===== config.mk =====
export PLATFORM = sky130hd
export DESIGN_NAME = pulse_train_gen
export DESIGN_NICKNAME = d
export VERILOG_FILES = /design/src/rtl/pulse_train_gen_pkg.sv /design/src/rtl/pulse_train_gen_phase_timer.sv /design/src/rtl/pulse_train_gen.sv
export SDC_FILE = /design/constraint.sdc
export NUM_CORES = 1
export LEC_CHECK = 0
export BUFFER_PORTS_ARGS = -buffer_cell sky130_fd_sc_hd__buf_2
export CAP_MARGIN = 20
export CORE_MARGIN = 5
export CORE_UTILIZATION = 50
export CTS_CLUSTER_DIAMETER = 120
export DETAILED_ROUTE_END_ITERATION = 12
export HOLD_SLACK_MARGIN = 0.12
export PLACE_DENSITY = 0.74
export SLEW_MARGIN = 20
export SYNTH_ARGS = -nofsm -noshare
export SYNTH_HDL_FRONTEND = slang
export SYNTH_SLANG_ARGS = --single-unit

===== constraint.sdc =====
create_clock -name Clk -period 2.1 [get_ports Clk]
set_input_delay 0.21 -clock Clk [delete_from_list [all_inputs] [get_ports Clk]]
set_output_delay 0.21 -clock Clk [all_outputs]
set_load 0.005 [all_outputs]

===== src/rtl/pulse_train_gen_pkg.sv =====
// Shared definitions for the pulse train generator: FSM state encoding and
// default counter widths.
package pulse_train_gen_pkg;

  localparam int unsigned DEFAULT_WIDTH_BITS = 16;
  localparam int unsigned DEFAULT_COUNT_BITS = 8;

  typedef enum logic [1:0] {
    ST_IDLE = 2'd0,
    ST_HIGH = 2'd1,
    ST_LOW  = 2'd2
  } state_t;

endpackage


===== src/rtl/pulse_train_gen_phase_timer.sv =====
// Phase timer: loadable down-counter that flags the last cycle of an interval.
// A load of N gives N cycles; Expire is high in the N-th of them.
module phase_timer
  import pulse_train_gen_pkg::*;
#(
  parameter int unsigned WIDTH_BITS = DEFAULT_WIDTH_BITS
) (
  input  logic                  Clk,
  input  logic                  Reset,
  input  logic                  Load,
  input  logic [WIDTH_BITS-1:0] LoadValue,
  output logic                  Expire
);

  localparam logic [WIDTH_BITS-1:0] W_ONE = WIDTH_BITS'(1);

  logic [WIDTH_BITS-1:0] r_count;

  // Reload on request, otherwise count down and hold at zero.
  always_ff @(posedge Clk or posedge Reset) begin
    if (Reset) begin
      r_count <= '0;
    end else if (Load) begin
      r_count <= LoadValue;
    end else if (r_count != '0) begin
      r_count <= r_count - W_ONE;
    end
  end

  assign Expire = (r_count == W_ONE);

endmodule


===== src/rtl/pulse_train_gen.sv =====
// Pulse train generator: emits PulseCount pulses of HighCycles high and
// LowCycles low (no trailing low gap), with Busy and a Done strobe.
module pulse_train_gen
  import pulse_train_gen_pkg::*;
#(
  parameter int unsigned WIDTH_BITS = DEFAULT_WIDTH_BITS,
  parameter int unsigned COUNT_BITS = DEFAULT_COUNT_BITS
) (
  input  logic                  Clk,
  input  logic                  Reset,
  input  logic                  Start,
  input  logic                  Abort,
  input  logic [WIDTH_BITS-1:0] HighCycles,
  input  logic [WIDTH_BITS-1:0] LowCycles,
  input  logic [COUNT_BITS-1:0] PulseCount,
  output logic                  Out,
  output logic                  Busy,
  output logic                  Done
);

  localparam logic [WIDTH_BITS-1:0] W_ONE = WIDTH_BITS'(1);
  localparam logic [COUNT_BITS-1:0] C_ONE = COUNT_BITS'(1);

  state_t                r_state;
  state_t                w_state_nxt;
  logic [WIDTH_BITS-1:0] r_high_len;
  logic [WIDTH_BITS-1:0] r_low_len;
  logic [COUNT_BITS-1:0] r_pulses;
  logic [COUNT_BITS-1:0] w_pulses_nxt;
  logic                  w_latch;
  logic                  w_load;
  logic [WIDTH_BITS-1:0] w_load_val;
  logic                  w_done_nxt;
  logic                  w_expire;
  logic [WIDTH_BITS-1:0] w_high_in;
  logic [WIDTH_BITS-1:0] w_low_in;
  logic                  r_out;
  logic                  r_busy;
  logic                  r_done;

  // Zero-length phases are stretched to one cycle at latch time.
  assign w_high_in = (HighCycles == '0) ? W_ONE : HighCycles;
  assign w_low_in  = (LowCycles  == '0) ? W_ONE : LowCycles;

  phase_timer #(
    .WIDTH_BITS(WIDTH_BITS)
  ) u_phase_timer (
    .Clk      (Clk),
    .Reset    (Reset),
    .Load     (w_load),
    .LoadValue(w_load_val),
    .Expire   (w_expire)
  );

  // State, latched configuration, pulse counter and registered outputs.
  always_ff @(posedge Clk or posedge Reset) begin
    if (Reset) begin
      r_state    <= ST_IDLE;
      r_high_len <= '0;
      r_low_len  <= '0;
      r_pulses   <= '0;
      r_out      <= 1'b0;
      r_busy     <= 1'b0;
      r_done     <= 1'b0;
    end else begin
      r_state  <= w_state_nxt;
      r_pulses <= w_pulses_nxt;
      if (w_latch) begin
        r_high_len <= w_high_in;
        r_low_len  <= w_low_in;
      end
      // Outputs are the registered image of the next state, so they change
      // in the same cycle the state does.
      r_out  <= (w_state_nxt == ST_HIGH);
      r_busy <= (w_state_nxt != ST_IDLE);
      r_done <= w_done_nxt;
    end
  end

  // Next-state, timer reload and completion decode; Abort overrides all.
  always_comb begin
    w_state_nxt  = r_state;
    w_pulses_nxt = r_pulses;
    w_latch      = 1'b0;
    w_load       = 1'b0;
    w_load_val   = r_high_len;
    w_done_nxt   = 1'b0;
    if (Abort) begin
      w_state_nxt = ST_IDLE;
    end else begin
      unique case (r_state)
        ST_IDLE: begin
          if (Start) begin
            w_latch      = 1'b1;
            w_pulses_nxt = PulseCount;
            if (PulseCount == '0) begin
              w_done_nxt = 1'b1;
            end else begin
              w_state_nxt = ST_HIGH;
              w_load      = 1'b1;
              w_load_val  = w_high_in;
            end
          end
        end
        ST_HIGH: begin
          if (w_expire) begin
            if (r_pulses <= C_ONE) begin
              w_state_nxt  = ST_IDLE;
              w_pulses_nxt = '0;
              w_done_nxt   = 1'b1;
            end else begin
              w_state_nxt  = ST_LOW;
              w_pulses_nxt = r_pulses - C_ONE;
              w_load       = 1'b1;
              w_load_val   = r_low_len;
            end
          end
        end
        ST_LOW: begin
          if (w_expire) begin
            w_state_nxt = ST_HIGH;
            w_load      = 1'b1;
            w_load_val  = r_high_len;
          end
        end
        default: w_state_nxt = ST_IDLE;
      endcase
    end
  end

  assign Out  = r_out;
  assign Busy = r_busy;
  assign Done = r_done;

endmodule


# Word-level counts from Yosys, hierarchy flattened
# Cells that the tools add are included.
# op_classes
addsub	2
n_lt_le_gt_ge	1
n_eq_ne	6
muxes	37
bitwise_logic	1
reduce_logical	9
# ops
op	n
16-bit two-way mux	9
16-bit zero test	2
16-bit case mux with 2 select lines	1
8-bit two-way mux	3
16-bit by 1-bit == test with 1-bit output (second input constant)	1
8-bit case mux with 2 select lines	1
16-bit nonzero test	1
16-bit by 1-bit subtractor with 16-bit output (second input constant)	1
1-bit two-way mux	14
2-bit two-way mux	6
8-bit by 1-bit less-or-equal comparator with 1-bit output (second input constant)	1
8-bit zero test	1
8-bit by 1-bit subtractor with 8-bit output (second input constant)	1
2-bit case mux with 3 select lines	1
2-bit nonzero test	3
2-bit by 1-bit == test with 1-bit output (second input constant)	2
4-bit AND reduction	1
1-bit case mux with 3 select lines	1
2-bit == test (second input constant)	1
2-bit zero test	1
2-bit by 1-bit != test with 1-bit output (second input constant)	1
2-bit != test (second input constant)	1
1-bit case mux with 2 select lines	1
1-bit inverter	1
# totals
register_bits	61
in_bits	44
out_inout_bits	3
elab_cells	64

# Logic depth before layout (Yosys ltp)
# depth
ltp_word	7
depth_mapped	11
depth_no_buf	8

# By module
# Synthesis repeated with hierarchy kept, for this count alone.
# hier_totals
cells_unflattened	325
area_unflattened_um2	3409.5
# by_module_without_submodules
module	instances	cells_each	area_per_inst_um2	seq_area_each_um2
pulse_train_gen	1	218	2402.3	1126.1
phase_timer	1	107	1007.2	400.4

# Worst setup path after synthesis
# Ideal clock, no wire load.
# synth_timing
kind	flip-flop to flip-flop
from	register r_state[1]
to	register u_phase_timer.r_count[11]
setup_ns	0.130
t_arrival_ns	1.976
required_ns	1.970
path_slack_ns	-0.007
path_stages_with_launch	10
n_path_buf	3
period_less_slack_ns	2.107
cell_sequence	dfrtp_1 buf_2 or3b_1 o21ba_2 a21oi_1 or3_1 buf_2 buf_6 a221oi_1 a21oi_1
# synth_via
elab_chain_cells	4
word_cells_on_any_way	9
cone_classes	2 x eq/ne; 5 x mux; 2 x reduce/logical
# synth_lines
element	line_no	text
from (decl)	pulse_train_gen.sv:24	state_t r_state;
from (signal assigned)	pulse_train_gen.sv:66	r_state <= w_state_nxt;
2-bit == test, or another cell as far along	pulse_train_gen.sv:91	unique case (r_state)
1-bit case mux with 3 select lines or 16-bit case mux with 2 select lines (tied branches)	pulse_train_gen.sv:91	
1-bit two-way mux or 16-bit two-way mux (tied branches)	pulse_train_gen.sv:88	if (Abort) begin
16-bit two-way mux or 2-bit nonzero test (tied branches)	--	
to (signal assigned)	pulse_train_gen_phase_timer.sv:24	r_count <= LoadValue;
to (signal assigned)	pulse_train_gen_phase_timer.sv:26	r_count <= r_count - W_ONE;
to (decl)	pulse_train_gen_phase_timer.sv:17	logic [WIDTH_BITS-1:0] r_count;
# Several ways; a longest one is shown, not always the timed one.
# A chain may end at the register's enable or synchronous reset.

# Final worst setup path
# layout_timing
from	register r_pulses[7]
to	register u_phase_timer.r_count[0]
# layout_via
elab_chain_cells	6
word_cells_on_any_way	11
cone_classes	1 x order compare; 9 x mux; 1 x reduce/logical
# layout_lines
element	line_no	text
from (decl)	pulse_train_gen.sv:28	logic [COUNT_BITS-1:0] r_pulses;
from (signal assigned)	pulse_train_gen.sv:67	r_pulses <= w_pulses_nxt;
8-bit by 1-bit less-or-equal comparator with 1-bit output *	pulse_train_gen.sv:107	if (r_pulses <= C_ONE) begin
1-bit two-way mux or 16-bit two-way mux (tied branches)	pulse_train_gen.sv:107	
1-bit two-way mux or 16-bit two-way mux (tied branches)	pulse_train_gen.sv:106	if (w_expire) begin
1-bit case mux with 3 select lines or 16-bit case mux with 2 select lines (tied branches)	pulse_train_gen.sv:91	
1-bit two-way mux or 16-bit two-way mux (tied branches)	pulse_train_gen.sv:88	
16-bit two-way mux or 2-bit nonzero test (tied branches)	--	
# Mark *: on every way between the ends. The rest lies on a longest branch, timed or not.

==> flow_summary.yaml <==
logic_synthesis:
  avgSynthCellArea_um2: 9.93
  synth_edf_count: 0
  yosys.area.top_type: "dfrtp_1"
  synthesis.nets: 401
  yosysTopAreaCellShare_pct: 43.6
  netlist_instances: 353
  yosys.cell_types.count: 56
  async_flop_share_pct: 100
  synth_area_um2: 3500
  synth_most_common_cell: "dfrtp_1"
  ys_top_cells_by_area: "dfrtp_1 44%, mux2_2 11%, o21ai_0 4.0%"
  ys.flop_type: "dfrtp_1"
  synth_seq_area_share_pct: 43.6
  ys_ff_latch: 61
  synth_common_cells: "61 x dfrtp_1, 33 x mux2_2, 28 x nor2_1, 28 x o21ai_0, 26 x a21oi_1"
  ys_warn_count: 0
floorplan:
  die-area_um2: 8780
  coreArea_um2: 6790
  die_y_um: 93.7
  die_w_um: 93.7
  start_util_pct: 51.6
  io-pin-count: 47
  num_rows: 30
setup_path:
  slowest_delay_ns: 0.41
  arrival_ns: 2.42
  worstPathCellList: "or3_4, or3_4, nand2_4, mux2_2, a222oi_1, o21ai_1"
  cp.required_ns: 2.31
  ff2ff_setup_slack_ns: -0.11
  worstSetupEndpointType: "flip-flop"
  cpMaxStageDelayCell: "or3_4"
  cp_max_fo: 4
  critical_path_class: "reg2reg"
  rr_startpoint: "r_pulses[7]"
  r2r_end: "u_phase_timer.r_count[0]"
  reg2reg_depth: 6
  cp_common_cell: "or3_4"
  startpoint_type: "flip-flop"
timing:
  final_max_slew_viol_count: 0
  period_minus_slack_ns: 2.21
  fmax_mhz: 452
  rsz0062_at_grt: "true"
  fin_ws_ns: -0.110
  clock_skew_ns: 0.0124
  setup_viol: 3
  slew_headroom_pct: 61.7
  worst_pin_slew_ns: 0.574
  fin_tns_setup_ns: -0.144
  post-route-period-util_pct: 105
  hold_violations: 0
clocking:
  root_buffer: "clkbuf_8"
  cts_max_level: 3
  numCtsBuffers: 9
  clk_latency_ns: 0.34
  clk_pin_slew_worst_paths_ns: 0.07
  clkSinkCount: 61
  clk_path_buf_depth: 2
  cts_tree: "done"
route:
  ant_nets: 0
  drtIter0Drc: 303
  drt_wl_total_mm: 10.9
  drc: 0
  dr.pass1.iters: 5
  vias_per_cell: 5.94
  dr_total_vias: 3494
  wl_per_cell_um: 18.5
outcome:
  status: "complete, but fails checks"
  violations: "setup timing"
hold_path:
  hold_path_end: "r_low_len[9]"
  min-delay-start: "LowCycles[9]"
  hp-class: "in2reg"
  holdPathStages: 2
global_route:
  grt_max_degree: 37
  gr-usage-all-layers_pct: 24.9
  grt-ovfl-total: 0
  grt_pass1_vias: 3359
  grt_pass1_wl_mm: 17.0
  antenna_found_initial: 0
layout:
  synthToLayoutAreaGrowth_pct: 43.4
  drive_gt1_share_pct: 47.2
  num_antenna_cells: 0
  nets: 535
power:
  leakagePower_nw: 2.20
  power_density_nw_per_um2: 848
  vdd_drop_max_mv: 0.647
  power_mw: 4.26
place:
  port_buffers: 46
  post-dp-hpwl_mm: 7.19
  gp_congestion: 0.860
run:
  maxCapViolations: 0
timing repair:
action	4_1_cts	5_1_grt
buffers inserted	5	9
hold endpoints to repair	34	1
hold buffers	10	1
pin swaps	4	18
resized for setup	18	50
endpoints found under the setup margin	23	22
how the worst max path moves through the flow:
stage | from | to | slack, ns | cells past startpoint
3_3_place_gp | r_pulses[3] | u_phase_timer.r_count[0] | -0.12 | 6
3_5_place_dp | r_pulses[3] | u_phase_timer.r_count[0] | -0.14 | 6
2_1_floorplan | u_phase_timer.r_count[3] | u_phase_timer.r_count[11] | 0.006 | 9
6_report | r_pulses[7] | u_phase_timer.r_count[0] | -0.11 | 6
5_1_grt | u_phase_timer.r_count[1] | u_phase_timer.r_count[0] | -0.16 | 9
4_1_cts | r_pulses[3] | u_phase_timer.r_count[0] | -0.03 | 6
cells in the final DEF (no fill, tap or decap), types with 8 or more instances in the layout:
cell / n
mux2i_1: 13
o21ai_0: 20
nor2_1: 23
a21oi_1: 23
buf_6: 9
o21ai_1: 8
nor3_1: 9
mux2_2: 33
buf_2: 46
buf_4: 73
clkbuf_8: 9
dfrtp_1: 61
nand2_1: 17
dlygate4sd3_1: 11
critical path: cells and delay by family (launching register included):
family / cells / cell delay, ns
flops: 1 / 0.38
mux: 1 / 0.32
simple gates: 3 / 0.90
compound gates: 2 / 0.47
flip-flops by register name (all words and copies together), names as in the netlist:
name	flops
Done	1
r_high_len	16
r_pulses	8
r_state	2
r_low_len	16
Busy	1
Out	1
u_phase_timer.r_count	16
final cells by class:
class / count / area, µm²
flip-flops and latches: 61 / 1530
fillers: 421 / 1770
well taps: 96 / 120
inverters: 9 / 33.8
clock buffers: 9 / 124
repair buffers: 142 / 1050
clock inverters: 7 / 75.1
multi-input cells: 264 / 2100
kinds of logic (layout without fill, tap and decap cells):
family | count (synthesis) | after routing | synth area share [%]
buffers and inverters | 28 | 167 | 3.75
and+or+nand+nor | 108 | 108 | 16.8
DFF | 61 | 61 | 43.6
adders and majority gates | 4 | 4 | 1.43
xor gates and xnor gates | 9 | 9 | 2.25
AOI/OAI and AO/OA | 97 | 97 | 17.9
muxes | 46 | 46 | 14.3
through the flow:
| step | hold WS [ns] | util, % | instances | worst slack, ns | area [µm²] |
|---|---|---|---|---|---|
| floorplan | 0.327 | - | 353 | 0.00602 | 3510 |
| global placement | 0.305 | 63.9 | 548 | -0.117 | 4340 |
| detailed placement | 0.306 | 63.9 | 548 | -0.137 | 4340 |
| CTS | 0.120 | 70.1 | 579 | -0.0349 | 4760 |
| global route | 0.129 | 74.0 | 588 | -0.155 | 5030 |
| finish | 0.127 | 74.0 | 588 | -0.110 | 5030 |
layer usage:
layer	global-route usage [%]	wire [µm]	up-vias
li1	-	-	1599
met2	38.9	5250	163
met4	9.51	317	0
met1	33.6	4530	1699
met5	2.56	0	-
met3	5.29	803	33
report_power, final:
| group | switching [mW] | internal [mW] |
|---|---|---|
| combinational | 0.717 | 0.814 |
| clock | 0.484 | 0.551 |
| sequential | 0.248 | 1.45 |
No activity file was read; power rests on OpenSTA's default activity.
